## src/rtl/mult8_dot_accumulator_if.sv

```systemverilog
// Beat/result bus between the 8x8 multiplier array, the dot-product
// accumulator and the result consumer.
// slave  : the accumulator (takes product beats, drives frame results)
// master : the environment (drives product beats, consumes frame results)
interface mult8_dot_accumulator_if #(
  parameter int ACC_W = 24
);
  logic             in_valid;
  logic             in_ready;
  logic [15:0]      in_p;
  logic             in_last;
  logic             out_valid;
  logic             out_ready;
  logic [ACC_W-1:0] out_sum;
  logic [7:0]       out_count;
  logic             out_ovf;
  logic             out_trunc;

  modport slave (
    input  in_valid, in_p, in_last, out_ready,
    output in_ready, out_valid, out_sum, out_count, out_ovf, out_trunc
  );

  modport master (
    output in_valid, in_p, in_last, out_ready,
    input  in_ready, out_valid, out_sum, out_count, out_ovf, out_trunc
  );
endinterface

```

## src/rtl/mult8_dot_accumulator.sv

```systemverilog
// Dot-product accumulator behind the 8x8 unsigned multiplier.
// Sums a frame of 16-bit products (closed by in_last or by MAX_LEN beats)
// and holds the result on a valid/ready port until it is taken.
// Optional build macro MULT8_ACC_SATURATE_EN: the add saturates at all ones
// instead of wrapping modulo 2^ACC_W; overflow is flagged in both builds.
module mult8_dot_accumulator #(
  parameter int ACC_W   = 24,
  parameter int MAX_LEN = 255
) (
  input logic                    clk,
  input logic                    rst,
  mult8_dot_accumulator_if.slave bus
);

  typedef enum logic [1:0] {IDLE, ACCUM, HOLD} state_t;

  state_t           state, state_nx;
  logic [ACC_W-1:0] acc, acc_nx;
  logic [7:0]       count, count_nx;
  logic             ovf, ovf_nx;

  logic [ACC_W-1:0] out_sum_r;
  logic [7:0]       out_count_r;
  logic             out_ovf_r, out_trunc_r;
  logic             load_out;

  logic             accept;
  logic [ACC_W-1:0] acc_base;
  logic [ACC_W:0]   sum_w;
  logic             carry;
  logic [ACC_W-1:0] acc_add;
  logic [7:0]       cnt_inc;
  logic             ovf_inc;
  logic             at_max;
  logic             closing;

  assign bus.in_ready  = !rst && (state != HOLD);
  assign accept        = bus.in_valid && bus.in_ready;
  assign bus.out_valid = (state == HOLD);
  assign bus.out_sum   = out_sum_r;
  assign bus.out_count = out_count_r;
  assign bus.out_ovf   = out_ovf_r;
  assign bus.out_trunc = out_trunc_r;

  // Datapath for the accepted beat: a fresh frame starts from zero, so the
  // IDLE load and the ACCUM add share one adder.
  always_comb begin
    acc_base = (state == ACCUM) ? acc : '0;
    sum_w    = {1'b0, acc_base} + (ACC_W + 1)'(bus.in_p);
    carry    = sum_w[ACC_W];
`ifdef MULT8_ACC_SATURATE_EN
    acc_add  = carry ? '1 : sum_w[ACC_W-1:0];
`else
    acc_add  = sum_w[ACC_W-1:0];
`endif
    cnt_inc  = ((state == ACCUM) ? count : 8'd0) + 8'd1;
    ovf_inc  = ((state == ACCUM) ? ovf : 1'b0) | carry;
    at_max   = (cnt_inc == 8'(MAX_LEN));
    closing  = bus.in_last || at_max;
  end

  // Next-state and accumulator update.
  always_comb begin
    state_nx = state;
    acc_nx   = acc;
    count_nx = count;
    ovf_nx   = ovf;
    load_out = 1'b0;
    case (state)
      IDLE, ACCUM: begin
        if (accept) begin
          acc_nx   = acc_add;
          count_nx = cnt_inc;
          ovf_nx   = ovf_inc;
          if (closing) begin
            state_nx = HOLD;
            load_out = 1'b1;
          end else begin
            state_nx = ACCUM;
          end
        end
      end
      HOLD: begin
        if (bus.out_ready) state_nx = IDLE;
      end
      default: state_nx = IDLE;
    endcase
  end

  // State, accumulator and result registers; results persist after HOLD.
  always_ff @(posedge clk) begin
    if (rst) begin
      state       <= IDLE;
      acc         <= '0;
      count       <= '0;
      ovf         <= 1'b0;
      out_sum_r   <= '0;
      out_count_r <= '0;
      out_ovf_r   <= 1'b0;
      out_trunc_r <= 1'b0;
    end else begin
      state <= state_nx;
      acc   <= acc_nx;
      count <= count_nx;
      ovf   <= ovf_nx;
      if (load_out) begin
        out_sum_r   <= acc_add;
        out_count_r <= cnt_inc;
        out_ovf_r   <= ovf_inc;
        out_trunc_r <= at_max && !bus.in_last;
      end
    end
  end

endmodule

```

## src/flat_wrapper.sv

```systemverilog
// flat-port wrapper written by rule: the top's interface ports become plain ports
module mult8_dot_accumulator_flat 
#(
  parameter int ACC_W   = 24,
  parameter int MAX_LEN = 255
)
  (clk, rst, bus_in_valid, bus_in_p, bus_in_last, bus_out_ready, bus_in_ready, bus_out_valid, bus_out_sum, bus_out_count, bus_out_ovf, bus_out_trunc);
  mult8_dot_accumulator_if #(.ACC_W(ACC_W)) bus_i ();
  input logic clk;
  input logic rst;
  input wire logic [$bits(bus_i.in_valid)-1:0] bus_in_valid;
  input wire logic [$bits(bus_i.in_p)-1:0] bus_in_p;
  input wire logic [$bits(bus_i.in_last)-1:0] bus_in_last;
  input wire logic [$bits(bus_i.out_ready)-1:0] bus_out_ready;
  output wire logic [$bits(bus_i.in_ready)-1:0] bus_in_ready;
  output wire logic [$bits(bus_i.out_valid)-1:0] bus_out_valid;
  output wire logic [$bits(bus_i.out_sum)-1:0] bus_out_sum;
  output wire logic [$bits(bus_i.out_count)-1:0] bus_out_count;
  output wire logic [$bits(bus_i.out_ovf)-1:0] bus_out_ovf;
  output wire logic [$bits(bus_i.out_trunc)-1:0] bus_out_trunc;
  assign bus_i.in_valid = bus_in_valid;
  assign bus_i.in_p = bus_in_p;
  assign bus_i.in_last = bus_in_last;
  assign bus_i.out_ready = bus_out_ready;
  assign bus_in_ready = bus_i.in_ready;
  assign bus_out_valid = bus_i.out_valid;
  assign bus_out_sum = bus_i.out_sum;
  assign bus_out_count = bus_i.out_count;
  assign bus_out_ovf = bus_i.out_ovf;
  assign bus_out_trunc = bus_i.out_trunc;
  mult8_dot_accumulator #(.ACC_W(ACC_W), .MAX_LEN(MAX_LEN)) u_core (.clk(clk), .rst(rst), .bus(bus_i));
endmodule
```

## config.mk

```make
export PLATFORM = sky130hd
export DESIGN_NAME = mult8_dot_accumulator_flat
export DESIGN_NICKNAME = d
export VERILOG_FILES = /design/src/rtl/mult8_dot_accumulator_if.sv /design/src/rtl/mult8_dot_accumulator.sv /design/src/flat_wrapper.sv
export SDC_FILE = /design/constraint.sdc
export NUM_CORES = 1
export LEC_CHECK = 0
export BUFFER_PORTS_ARGS = -buffer_cell sky130_fd_sc_hd__buf_2
export CORE_MARGIN = 5
export CORE_UTILIZATION = 52
export DETAILED_ROUTE_END_ITERATION = 6
export GPL_ROUTABILITY_DRIVEN = 0
export GPL_TIMING_DRIVEN = 0
export PLACE_DENSITY = 0.77
export SLEW_MARGIN = 15
export SYNTH_ARGS = -nofsm -noshare
export SYNTH_HDL_FRONTEND = slang
export SYNTH_SLANG_ARGS = --single-unit
```

## constraint.sdc

```tcl
create_clock -name clk -period 3 [get_ports clk]
set_input_delay 0.15 -clock clk [delete_from_list [all_inputs] [get_ports clk]]
set_output_delay 0.15 -clock clk [all_outputs]
set_load 0.005 [all_outputs]
```

Word-level counts from Yosys, hierarchy flattened. Cells that the tools add are included.

Muxes and demuxes: 10. Equality and inequality tests: 6. Bitwise logic cells: 1. Add/sub/neg operators: 2. Reduce and logical (&&, ||, !) cells: 10.

Operators by type and width (count): adder 24 x 16 -> 25 bit (1); 2-to-1 mux 24 bit (1); adder 8 x 1 -> 8 bit, second input constant (1); equality test 8 bit, second input constant (1); 2-to-1 mux 8 bit (1); 2-to-1 mux 2 bit (3); 2-to-1 mux 1 bit (4); != test 2 bit, second input constant (2); case mux 2 bit (2 select lines) (1); AND reduction 2 bit (2); logical AND 1 bit (3); equality test 2 x 1 -> 1 bit, second input constant (1); equality test 2 bit, second input constant (1); zero test 1 bit (2); zero test 2 bit (1); != test 2 x 1 -> 1 bit, second input constant (1); OR reduction 2 bit (1); logical OR 1 bit (1); OR 1 bit (1).

Word-level logic and storage cells: 37. Output and inout port bits: 36. Bits in registers: 69. Input bits: 21.

Depth between registers and ports, before layout. Gate-level depths: netlist of run 1.

Depth in word-level cells: 8. Mapped depth: 15. Depth with buffers taken out: 11.

Worst setup path before layout of run 1. OpenSTA, ideal clock, no wires.

Kind: register to register. Start: register u_core.state[0]. End: register u_core.out_sum_r[23], in the netlist u_core.bus.out_sum[23]. Required time: 2.909 ns. Arrival: 3.172 ns. Period minus slack after synthesis: 3.263 ns. Cell stages (with the launch flop): 15. Path slack: -0.263 ns. Cells stage by stage: dfxtp_1 nor2b_1 clkbuf_1 clkbuf_1 clkbuf_1 and2_1 ha_1 buf_2 a211o_1 a21oi_1 o21ai_0 o21ai_0 o21a_1 nand3_1 a311oi_1.

Longest elaborated chain between the ends: 8. Elaborated cells between the ends (all ways): 15. Classes of those cells: add/sub (2); eq/ne (3); mux (5); reduce/logical (5).

Ends and longest elaborated chain: start, declared (line mult8_dot_accumulator.sv:17) `state_t state, state_nx;`; start signal, assigned (line mult8_dot_accumulator.sv:102) `state <= state_nx;`; equality test 2 x 1 -> 1 bit (line mult8_dot_accumulator.sv:48, mult8_dot_accumulator.sv:56, mult8_dot_accumulator.sv:69); 2-to-1 mux 8 bit (line mult8_dot_accumulator.sv:56) `cnt_inc = ((state == ACCUM) ? count : 8'd0) + 8'd1;`; adder 8 x 1 -> 8 bit (line mult8_dot_accumulator.sv:56); equality test 8 bit (line mult8_dot_accumulator.sv:58) `at_max = (cnt_inc == 8'(MAX_LEN));`; logical OR 1 bit (line mult8_dot_accumulator.sv:59) `closing = bus.in_last || at_max;`; 2-to-1 mux 1 bit (line mult8_dot_accumulator.sv:75) `if (closing) begin`; 2-to-1 mux 1 bit (line mult8_dot_accumulator.sv:71) `if (accept) begin`; 2-to-1 mux 1 bit (line mult8_dot_accumulator.sv:69) `case (state)`; end signal, assigned (line mult8_dot_accumulator.sv:97) `out_sum_r <= '0;`; end signal, assigned (line mult8_dot_accumulator.sv:107) `out_sum_r <= acc_add;`; end, declared (line mult8_dot_accumulator.sv:22) `logic [ACC_W-1:0] out_sum_r;`.

Parallel ways exist; a longest one is shown, timed or not. A chain may end at the register's enable or synchronous reset.

Worst setup path after layout of run 1.
Start: register u_core.state[0]. End: register u_core.out_sum_r[20], in the netlist u_core.bus.out_sum[20].

Same word-level chain as after synthesis.

==> tab_implementation.tex, run 1 <==
\begin{tabular}{lr}
\hline
Metric & Value \\
\hline
\multicolumn{2}{l}{\textbf{Status}} \\
Status & completed \\
\multicolumn{2}{l}{\textbf{Floorplanning}} \\
Placement row count & 32 \\
Core area & around 0.0076 mm\^{}2 \\
Die Area & 0.00953 mm\^{}2 \\
Ports & 57 \\
Starting utilization of the core area & a little over half \\
Die Y-Extent & between 90 and 100 um \\
Horizontal extent of the die & just under 100 um \\
\multicolumn{2}{l}{\textbf{Pwr}} \\
P\_leak & roughly 0.0020 uW \\
VDD IR max & about 230 uV \\
Cell area power density & 412 mW/mm\^{}2 \\
Total chip power & between 2000 and 2500 uW \\
\multicolumn{2}{l}{\textbf{STA}} \\
Max-slew violations & 0 \\
Period utilization & between 90\% and 100\% \\
Final hold slack & slightly below 0.02 ns \\
Relative slew slack & between 50\% and 60\% \\
Final setup vio count & 0 \\
Final Skew & roughly 0.011 ns \\
Hold Fails Final Rpt & 0 \\
Min Clock Period, post-route & about 3 ns \\
Slew at the pin closest to its max-slew limit & 0.658 ns \\
Achievable frequency & roughly 0.34 GHz \\
Setup repair after global routing missed its margin & true \\
\multicolumn{2}{l}{\textbf{Route}} \\
Number of DRC markers in iteration 0 & 432 \\
Vias per inst & between 6 and 7 \\
DRT Pass-1 Iters & 5 \\
Average wire length per cell after detail routing & between 15 and 20 um \\
Total Routed Length & 12700 um \\
Number of nets with antenna violations after detailed routing & 0 \\
DRC violation count after routing & 0 \\
Routed via count & 4312 \\
\multicolumn{2}{l}{\textbf{Placement}} \\
Detailed placement HPWL & between 8000 and 9000 um \\
Placed cell area & approximately 0.0044 mm\^{}2 \\
Port-buffer cells & 56 \\
\multicolumn{2}{l}{\textbf{Global route}} \\
Number of antenna violations at the first check in global routing & 0 \\
Pin count of the biggest net entering global routing & 13 \\
First-pass GRT wire length & $\sim$20000 um \\
Overall global routing resource usage & a little over a quarter \\
Number of global-route vias before repair & $\sim$4200 \\
Total congestion overflow & 0 \\
\multicolumn{2}{l}{\textbf{Min path}} \\
Cell count of the worst hold path & 2 \\
Path type of the worst min-delay path & primary input to flip-flop \\
\multicolumn{2}{l}{\textbf{Clock tree}} \\
Clock transition at the registers of the reported paths & roughly 0.080 ns \\
Clock tree from TritonCTS & done \\
Cell chosen for the clock root & clkbuf\_8 \\
Number of hold-repair buffers added at the cts stage & 0 \\
H-tree depth & 3 \\
Maximum root-to-sink buffer count & 2 \\
Inserted Clock Buffers & 9 \\
CTS sink cnt & 69 \\
Skew-Pair Late Insertion Delay & $\sim$0.36 ns \\
\multicolumn{2}{l}{\textbf{Finish}} \\
Signed area change from the synthesized netlist to the final layout & 29.7\% \\
Diodes inserted & 0 \\
Finished Cell Area & 0.00518 mm\^{}2 \\
Fraction of layout instances using a drive strength above 1 & a little over a quarter \\
Layout filler cell count & a little under 600 \\
Number of nets in the finished design & 645 \\
\multicolumn{2}{l}{\textbf{Worst setup path}} \\
Category of the most critical setup path & flip-flop to flip-flop \\
Critical-path maximum fanout & 7 \\
Setup crit start kind & flip-flop \\
Arrival time worst endpoint & about 3.2 ns \\
Required time of the critical path & between 3 and 4 ns \\
Kind of capture point of the worst setup path & flip-flop \\
R2R cell count & 14 \\
\multicolumn{2}{l}{\textbf{Synth}} \\
Warnings from Yosys & 0 \\
Ys flop type & dfxtp\_1 \\
EDFF count, synth & 0 \\
Share of flip-flops with an asynchronous set or reset & 0\% \\
Net count of the mapped netlist & between 500 and 600 \\
Synth top area share & 34.6\% \\
Post-synth design cell area & approximately 0.004 mm\^{}2 \\
Top cells by area in the synthesized netlist & dfxtp\_1, nand2\_1, a21oi\_1, ha\_1, and2\_1 \\
Seq/Total Area, Yosys & roughly a third \\
Top cell type by total area after synthesis & dfxtp\_1 \\
Number of unique standard cell types used by synthesis & 60 \\
Gate count of the mapped netlist & 513 \\
Avg Cell Area, Syn & between 7 and 8 um\^{}2 \\
FF+latch count, synth & between 60 and 70 \\
\multicolumn{2}{l}{\textbf{Run}} \\
Number of maximum-capacitance constraint violations & 0 \\
\hline
\end{tabular}
==> layer usage <==
metal  share of wire (%)  wire length [um]  vias to the layer above  GRT usage, %
met2                  48              6170                      240          45.7
met3                 8.9              1130                       40          5.53
met1                  40              5100                     2012          31.5
met5                   0                 0                        -             0
li1                    -                 -                     2020             -
met4                 2.6               335                        0          9.80
==> synth_stat cells (4+ instances only) <==
master    count
clkbuf_1     24
a311oi_1      5
nand3b_1      5
xor2_1       13
and3_1        5
and2_1       23
ha_1         18
dfxtp_1      69
or3_1         7
nand4_1       9
nand2_1      97
nor2_1       33
a31oi_1       9
o21a_1        4
nand3_1      16
xnor2_1       7
a211oi_1     15
a22oi_1       4
nor3_1        7
a21o_1        8
o21ai_0      18
a21oi_1      56
buf_2         6
==> per-stage QoR <==
stage	TNS [ns]	utilization, %	std cells	setup WS, ns
final	0	68.1	712	0.0455
after global routing	-0.346	68.1	712	-0.0629
after CTS	-0.0434	66.1	703	-0.0222
after detailed placement	-30.88	57.9	671	-0.793
after global placement	-27.79	57.9	671	-0.747
after floorplan	0	-	513	0.0103
==> state kept, by name (all words and copies together) (netlist names) <==
signal,cells
u_core.bus.out_sum,24
u_core.acc,24
u_core.count,8
u_core.bus.out_ovf,1
u_core.bus.out_count,8
u_core.bus.out_trunc,1
u_core.ovf,1
u_core.state,2
==> final cells by class <==
class	count	area, um^2	share of cell area (%)
multi-input cells	406	2720	52.5
flip-flops and latches	69	1390	26.8
repair buffers	84	497	9.59
plain buffers	32	224	4.32
clock buffers	11	131	2.54
well taps	102	128	2.46
clock inverters	5	83.8	1.62
inverters	3	11.3	0.217
==> where the power goes <==
group	switching, uW	internal [uW]
clock	390	472
sequential	16.7	945
combinational	181	130
==> repair_timing <==
item | 4_1_cts | 5_1_grt
resized for setup | 58 | 21
setup endpoints to repair | 55 | 48
setup buffers | 16 | 11
pin swaps | 22 | 21
gates cloned | 1 | 0
==> cells in the final DEF (no fill, tap or decap), types with 3 or more instances in the layout <==
master and instances:
a211oi_1 13, nand3b_1 5, clkbuf_8 10, buf_4 28
buf_2 58, nand3_1 15, a21oi_2 7, nor2_1 31
nand2_1 97, or3_1 7, mux2i_1 3, o211ai_1 3
nor3_1 7, o21ai_0 15, and2_1 19, a22oi_1 4
a311oi_1 5, xnor2_1 7, a21oi_1 49, nand4_1 9
dfxtp_1 67, xor2_1 13, a31oi_1 7, inv_1 3
ha_1 9, and3_1 4, o21a_1 4, a21o_1 8
and2_4 4, ha_4 9, clkbuf_1 20, buf_6 7
==> cells by family (layout without fill, tap and decap cells) <==
family                   Yosys count  after routing  share of synthesized area (%)
multiplexers                       3              3                          0.752
flip-flops                        69             69                           34.6
buffers and inverters             38            135                           4.23
AND/OR/NAND/NOR                  218            218                           26.3
AO/OA/AOI/OAI                    146            146                           23.6
XOR/XNOR                          20             20                           4.39
adder cells (fa/ha/maj)           19             19                           6.14
==> critical path, cell delays in order, from the launching register on <==
cell and delay (ns):
dfxtp_4 0.35, nor2b_4 0.23, clkbuf_16 0.19, clkbuf_16 0.14
and2_4 0.14, ha_4 0.13, fa_2 0.21, a211oi_2 0.06
o21bai_1 0.25, a21oi_2 0.15, o22ai_4 0.23, nand4_1 0.21
buf_4 0.18, a21o_1 0.14, a311oi_1 0.23
==> final timing paths <==
kind	from	endpoint	slack [ns]
worst min-delay path	bus_in_last	u_core.bus.out_trunc	0.02
worst min register to register	u_core.acc[6]	u_core.acc[6]	0.45
worst max register to register	u_core.state[0]	u_core.bus.out_sum[20]	0.05
worst max-delay path	u_core.state[0]	u_core.bus.out_sum[20]	0.05
Power figures use the tool's default switching activity.
==> run 2: changes to the inputs <==
Clock period 3 ns to 2.7 ns, I/O delays scaled along.
==> run 2 against run 1 <==
  * The run now ends with DRC, setup timing left
  * Clock power grew 28%
  * Worst hold slack improved by 0.0065 ns
  * Register-to-register slack got worse by 0.29 ns
  * Sequential cell count stayed put
  * Largest power group is now clock
  * Clock skew barely moved
  * Sequential power rose by 11%
  * Final cell count grew 2.9%
  * Core utilization increased by 6.9 points
  * First-iteration DRC count grew 66%
==> tab_implementation.tex, run 2 (synthesis gave the netlist of run 1 again) <==
\begin{tabular}{lr}
\hline
Metric & Value \\
\hline
\multicolumn{2}{l}{\textbf{Global route}} \\
Total congestion overflow & 0 (unchanged) \\
First-pass GRT wire length & 20900 um (was 20400 um) \\
Number of antenna violations at the first check in global routing & 0 (unchanged) \\
Overall global routing resource usage & 27.0\% (was 26.2\%) \\
Number of global-route vias before repair & 4251 (was 4178) \\
Pin count of the biggest net entering global routing & 13 (unchanged) \\
\multicolumn{2}{l}{\textbf{Route}} \\
DRC violation count after routing & 1 (was 0) \\
Vias per inst & 6.50 (was 6.06) \\
Number of nets with antenna violations after detailed routing & 0 (unchanged) \\
Average wire length per cell after detail routing & 21.0 um (was 17.9 um) \\
Number of DRC markers in iteration 0 & 716 (was 432) \\
Total Routed Length & 15400 um (was 12700 um) \\
DRT Pass-1 Iters & 7 (was 5) \\
Routed via count & 4763 (was 4312) \\
\multicolumn{2}{l}{\textbf{Worst setup path}} \\
Required time of the critical path & 2.99 ns (was 3.28 ns) \\
Critical-path maximum fanout & 5 (was 7) \\
Kind of capture point of the worst setup path & flip-flop (unchanged) \\
Arrival time worst endpoint & 3.24 ns (was 3.23 ns) \\
Master of the slowest instance on the critical path & fa\_2 (was dfxtp\_4) \\
Delay of the slowest cell on the worst path & 0.37 ns (was 0.35 ns) \\
Setup crit start kind & flip-flop (unchanged) \\
Critical path, cell by cell & nor2b\_4 > clkbuf\_16 > clkbuf\_16 > and2\_4 > ha\_4 > fa\_2 > a211oi\_2 > o21bai\_1 > a21oi\_2 > buf\_4 > a31oi\_1 > xor2\_1 > nand2\_1 > a21oi\_1 (was nor2b\_4 > clkbuf\_16 > clkbuf\_16 > and2\_4 > ha\_4 > fa\_2 > a211oi\_2 > o21bai\_1 > a21oi\_2 > o22ai\_4 > nand4\_1 > buf\_4 > a21o\_1 > a311oi\_1) \\
Most used cell, CP & clkbuf\_16 (unchanged) \\
Category of the most critical setup path & flip-flop to flip-flop (unchanged) \\
Minimum setup slack among reg-to-reg paths & -0.25 ns (was 0.05 ns) \\
\multicolumn{2}{l}{\textbf{Finish}} \\
Highest-count cells in the layout ignoring fill and taps & nand2\_1, dfxtp\_1, buf\_2 (unchanged) \\
Non-filler instance count after layout & 733 (was 712) \\
Fraction of layout instances using a drive strength above 1 & 36.1\% (was 26.7\%) \\
Signed area change from the synthesized netlist to the final layout & 42.9\% (was 29.7\%) \\
Commonest non-fill, non-tap cell in the layout & nand2\_1 (unchanged) \\
Layout filler cell count & 538 (was 596) \\
Diodes inserted & 0 (unchanged) \\
Number of nets in the finished design & 666 (was 645) \\
\multicolumn{2}{l}{\textbf{STA}} \\
Final Skew & 0.0111 ns (was 0.0108 ns) \\
Relative slew slack & 40.8\% (was 56.1\%) \\
Achievable frequency & 0.339 GHz (was 0.338 GHz) \\
Final hold slack & 0.0258 ns (was 0.0193 ns) \\
Setup repair after global routing missed its margin & true (unchanged) \\
Min Clock Period, post-route & 2.95 ns (about the same) \\
Period utilization & 109\% (was 98.5\%) \\
Hold Fails Final Rpt & 0 (unchanged) \\
Max-slew violations & 0 (unchanged) \\
Smallest setup slack after layout & -0.247 ns (was 0.0455 ns) \\
Slew at the pin closest to its max-slew limit & 0.888 ns (was 0.658 ns) \\
Final setup vio count & 42 (was 0) \\
\multicolumn{2}{l}{\textbf{Floorplanning}} \\
Die Area & 0.00953 mm\^{}2 (unchanged) \\
Starting utilization of the core area & 52.5\% (unchanged) \\
Placement row count & 32 (unchanged) \\
Die Y-Extent & 97.6 um (unchanged) \\
Ports & 57 (unchanged) \\
Core area & 0.00761 mm\^{}2 (unchanged) \\
Horizontal extent of the die & 97.6 um (unchanged) \\
\multicolumn{2}{l}{\textbf{Clock tree}} \\
Inserted Clock Buffers & 9 (unchanged) \\
Skew-Pair Late Insertion Delay & 0.37 ns (was 0.36 ns) \\
Clock transition at the registers of the reported paths & 0.09 ns (was 0.08 ns) \\
Maximum root-to-sink buffer count & 2 (unchanged) \\
Clock tree from TritonCTS & done (unchanged) \\
Cell chosen for the clock root & clkbuf\_8 (unchanged) \\
H-tree depth & 3 (unchanged) \\
CTS sink cnt & 69 (unchanged) \\
\multicolumn{2}{l}{\textbf{Placement}} \\
Port-buffer cells & 56 (unchanged) \\
Detailed placement HPWL & 8170 um (was 8220 um) \\
Number of placed instances with taps included & 671 (unchanged) \\
\multicolumn{2}{l}{\textbf{Pwr}} \\
Cell area power density & 454 mW/mm\^{}2 (was 412 mW/mm\^{}2) \\
VDD IR max & 282 uV (was 234 uV) \\
Total chip power & 2590 uW (was 2130 uW) \\
P\_leak & 0.00221 uW (was 0.00204 uW) \\
\multicolumn{2}{l}{\textbf{Run}} \\
Number of maximum-capacitance constraint violations & 0 (unchanged) \\
\multicolumn{2}{l}{\textbf{Status}} \\
Status & complete, but fails checks (was completed) \\
Failing checks & DRC, setup timing \\
\multicolumn{2}{l}{\textbf{Min path}} \\
Path type of the worst min-delay path & primary input to flip-flop (unchanged) \\
\hline
\end{tabular}
## run 2: routing by layer
| layer | up-vias | track usage (%) | wire length (um) |
|---|---|---|---|
| met3 | 137 | 5.74 | 1710 |
| li1 | 2054 | - | - |
| met5 | - | 0 | 0 |
| met2 | 396 | 42.7 | 6860 |
| met1 | 2176 | 33.8 | 5700 |
| met4 | 0 | 15.3 | 1120 |
## run 2: timing repair
item,in CTS,in global routing
buffers inserted,23,21
endpoints found under the setup margin,52,50
pin swaps,20,31
cloned,1,4
resized for setup,54,70
endpoints found under the hold margin,1,0
hold buffers,1,0
## run 2: layout make-up
cell class / count / area, um^2 / share of cell area [%]
plain buffers: 31 / 258 / 4.52
clock buffers: 11 / 141 / 2.48
clock inverters: 5 / 106 / 1.86
inverters: 3 / 11.3 / 0.197
multi-input cells: 406 / 2950 / 51.6
flip-flops and latches: 69 / 1390 / 24.3
well taps: 102 / 128 / 2.24
repair buffers: 106 / 729 / 12.8
## run 2: path summary, 6_finish.rpt
| kind | startpoint | to | depth (start not counted) |
|---|---|---|---|
| worst max-delay path | u_core.state[0] | u_core.acc[12] | 14 |
| worst min-delay path | bus_out_ready | u_core.state[1] | 3 |
| worst max register to register | u_core.state[0] | u_core.acc[12] | 14 |
| worst min register to register | u_core.bus.out_sum[15] | u_core.bus.out_sum[15] | 2 |
## run 2: report_power, final
part           switching (uW)  leakage [uW]  internal, uW
clock network             453      0.000120           643
logic                     240       0.00153           184
registers                19.6      0.000562          1050
total                     713       0.00221          1880
## run 2: through the flow
| stage | instance area [um^2] | worst slack [ns] | util [%] | setup TNS (ns) |
|---|---|---|---|---|
| floorplan | 4120 | -0.133 | - | -0.509 |
| global placement | 4530 | -0.552 | 59.5 | -17.11 |
| detailed placement | 4530 | -0.559 | 59.5 | -19.31 |
| CTS | 5160 | -0.102 | 67.9 | -0.804 |
| global route | 5710 | -0.379 | 75.0 | -8.33 |
| finish | 5710 | -0.247 | 75.0 | -4.53 |
## run 2: critical path: cells and delay by family, from the launching register on
family / cells / cell delay [ns]
AND/OR/NAND/NOR: 3 / 0.39
adder cells (fa/ha/maj): 2 / 0.52
AO/OA/AOI/OAI: 5 / 0.90
XOR/XNOR: 1 / 0.22
flip-flops: 1 / 0.35
buffers and inverters: 3 / 0.51
==> run 3: changes to the inputs <==
==> constraint.sdc (replaced) <==
create_clock -name clk -period 2.7 [get_ports clk]
set_input_delay 0.54 -clock clk [delete_from_list [all_inputs] [get_ports clk]]
set_output_delay 0.54 -clock clk [all_outputs]
set_load 0.005 [all_outputs]
==> run 3 against run 2 <==
  * Critical path type unchanged
  * Largest power group unchanged
  * Core utilization shrank 1.9 points
  * Sequential share of layout area grew 0.63 points
  * The run still ends with DRC, setup timing left
  * Sequential power is essentially flat
==> tab_implementation.tex, run 3 (synthesis gave the netlist of run 1 again) <==
\begin{tabular}{lr}
\hline
Metric & Value \\
\hline
\multicolumn{2}{l}{\textbf{Clock tree}} \\
Clock transition at the registers of the reported paths & 0.08 ns (was 0.09 ns) \\
CTS sink cnt & 69 (unchanged) \\
H-tree depth & 3 (unchanged) \\
Maximum root-to-sink buffer count & 2 (unchanged) \\
Clock tree from TritonCTS & done (unchanged) \\
Cell chosen for the clock root & clkbuf\_8 (unchanged) \\
Skew-Pair Late Insertion Delay & 0.37 ns (about the same) \\
Inserted Clock Buffers & 9 (unchanged) \\
\multicolumn{2}{l}{\textbf{Finish}} \\
Highest-count cells in the layout ignoring fill and taps & nand2\_1, dfxtp\_1, buf\_2 (unchanged) \\
Signed area change from the synthesized netlist to the final layout & 39.3\% (was 42.9\%) \\
Final cell utilization of the core & 73.1\% (was 75.0\%) \\
Number of nets in the finished design & 660 (was 666) \\
Commonest non-fill, non-tap cell in the layout & nand2\_1 (unchanged) \\
Fraction of layout instances using a drive strength above 1 & 34.7\% (was 36.1\%) \\
Diodes inserted & 0 (unchanged) \\
Finished Cell Area & 0.00556 mm\^{}2 (was 0.00571 mm\^{}2) \\
\multicolumn{2}{l}{\textbf{Pwr}} \\
P\_leak & 0.00216 uW (was 0.00221 uW) \\
VDD IR max & 294 uV (was 282 uV) \\
Total chip power & 2560 uW (was 2590 uW) \\
Cell area power density & 460 mW/mm\^{}2 (was 454 mW/mm\^{}2) \\
\multicolumn{2}{l}{\textbf{Worst setup path}} \\
Setup crit start kind & flip-flop (unchanged) \\
Category of the most critical setup path & flip-flop to flip-flop (unchanged) \\
Kind of capture point of the worst setup path & flip-flop (unchanged) \\
Delay of the slowest cell on the worst path & 0.35 ns (was 0.37 ns) \\
Critical-path maximum fanout & 5 (unchanged) \\
Family of cells with the greatest summed delay on the critical path & compound AO/OA/AOI/OAI gates (unchanged) \\
Worst Path Buf+Inv & 3 (unchanged) \\
Crit path from & u\_core.state[0] (unchanged) \\
Required time of the critical path & 2.98 ns (was 2.99 ns) \\
Startpoint of the lowest-slack register-to-register path & u\_core.state[0] (unchanged) \\
Most used cell, CP & clkbuf\_16 (unchanged) \\
Critical path, cell by cell & nor2b\_4 > clkbuf\_16 > clkbuf\_16 > and2\_4 > ha\_4 > fa\_2 > a211oi\_2 > o21bai\_1 > a21oi\_2 > buf\_4 > a31oi\_1 > xor2\_1 > nand2\_1 > a21oi\_1 (unchanged) \\
Master of the slowest instance on the critical path & dfxtp\_4 (was fa\_2) \\
Arrival time worst endpoint & 3.23 ns (was 3.24 ns) \\
\multicolumn{2}{l}{\textbf{Route}} \\
Number of DRC markers in iteration 0 & 645 (was 716) \\
DRC violation count after routing & 21 (was 1) \\
Vias per inst & 6.37 (was 6.50) \\
Routed via count & 4634 (was 4763) \\
Total Routed Length & 14400 um (was 15400 um) \\
Average wire length per cell after detail routing & 19.9 um (was 21.0 um) \\
Number of nets with antenna violations after detailed routing & 0 (unchanged) \\
DRT Pass-1 Iters & 7 (unchanged) \\
\multicolumn{2}{l}{\textbf{Floorplanning}} \\
Starting utilization of the core area & 52.5\% (unchanged) \\
Horizontal extent of the die & 97.6 um (unchanged) \\
Core area & 0.00761 mm\^{}2 (unchanged) \\
Die Y-Extent & 97.6 um (unchanged) \\
Placement row count & 32 (unchanged) \\
Die Area & 0.00953 mm\^{}2 (unchanged) \\
Ports & 57 (unchanged) \\
\multicolumn{2}{l}{\textbf{Status}} \\
Failing checks & DRC, setup timing (unchanged) \\
Status & complete, but fails checks (unchanged) \\
\multicolumn{2}{l}{\textbf{STA}} \\
Min Clock Period, post-route & 2.95 ns (about the same) \\
Relative slew slack & 43.2\% (was 40.8\%) \\
Smallest setup slack after layout & -0.252 ns (was -0.247 ns) \\
Period utilization & 109\% (about the same) \\
Achievable frequency & 0.339 GHz (about the same) \\
Accumulated negative setup slack & -3.97 ns (was -4.53 ns) \\
Final Skew & 0.0152 ns (was 0.0111 ns) \\
Max-slew violations & 0 (unchanged) \\
Hold Fails Final Rpt & 0 (unchanged) \\
Setup repair after global routing missed its margin & true (unchanged) \\
Final setup vio count & 41 (was 42) \\
Final hold slack & 0.410 ns (was 0.0258 ns) \\
Slew at the pin closest to its max-slew limit & 0.853 ns (was 0.888 ns) \\
\multicolumn{2}{l}{\textbf{Global route}} \\
Total congestion overflow & 0 (unchanged) \\
Global routing met1 resource utilization & 34.0\% (was 33.8\%) \\
Overall global routing resource usage & 27.1\% (was 27.0\%) \\
Met3 global-route usage & 5.67\% (was 5.74\%) \\
Number of global-route vias before repair & 4257 (was 4251) \\
First-pass GRT wire length & 21000 um (was 20900 um) \\
Number of antenna violations at the first check in global routing & 0 (unchanged) \\
Met2 demand-to-capacity share in global routing & 43.2\% (was 42.7\%) \\
Global routing's busiest layer & met2 (unchanged) \\
Pin count of the biggest net entering global routing & 13 (unchanged) \\
\multicolumn{2}{l}{\textbf{Placement}} \\
Placed cell area & 0.00453 mm\^{}2 (unchanged) \\
Detailed placement HPWL & 8170 um (unchanged) \\
Port-buffer cells & 56 (unchanged) \\
\multicolumn{2}{l}{\textbf{Run}} \\
Number of maximum-capacitance constraint violations & 0 (unchanged) \\
\multicolumn{2}{l}{\textbf{Min path}} \\
Hold Path Origin & bus\_in\_last (was bus\_out\_ready) \\
Path type of the worst min-delay path & primary input to flip-flop (unchanged) \\
\hline
\end{tabular}
[run 3: cell types whose count changed in the layout (fill, tap and decap cells not counted), sizes merged]
cell,before,now
clkbuf,35,32
buf,112,110
dlygate4sd3,1,0
[run 3: timing repair]
action	CTS	global route
setup buffers	23	19
cloned	1	1
resized for setup	54	56
hold buffers	0	0
pin swaps	20	22
setup endpoints to repair	52	50
hold endpoints to repair	0	0
[run 3: worst paths after layout]
check	cells after the start	slack, ns	endpoint
setup reg to reg	14	-0.25	u_core.acc[12]
setup / recovery	14	-0.25	u_core.acc[12]
hold reg to reg	2	0.45	u_core.bus.out_sum[15]
hold / removal	2	0.41	u_core.bus.out_trunc
[run 3: metal layers]
metal  part of all wire (%)  vias to the layer above
met3                     11                       91
met2                     47                      342
met4                    5.3                        0
li1                       -                     2040
met5                      0                        -
met1                     37                     2161
[run 3: layout make-up]
class	count	area (um^2)
Clock inverter	5	106
Clock buffer	11	141
Tap cell	102	128
Sequential cell	69	1390
Timing Repair Buffer	100	618
Multi-Input combinational cell	406	2910
Inverter	3	11.3
Fill cell	562	2050
Buffer	31	258
[run 3: where the power goes]
group | total, uW | internal (uW) | leakage [uW] | switching [uW]
Clock | 1090 | 643 | 0.000120 | 445
Combinational | 399 | 170 | 0.00147 | 230
Sequential | 1070 | 1050 | 0.000562 | 19.4
Total | 2560 | 1860 | 0.00216 | 694
[run 3: through the flow]
stage / setup WS [ns] / cells
2_1_floorplan: -0.133 / 513
3_3_place_gp: -0.552 / 671
3_5_place_dp: -0.559 / 671
4_1_cts: -0.102 / 707
5_1_grt: -0.323 / 727
6_report: -0.252 / 727
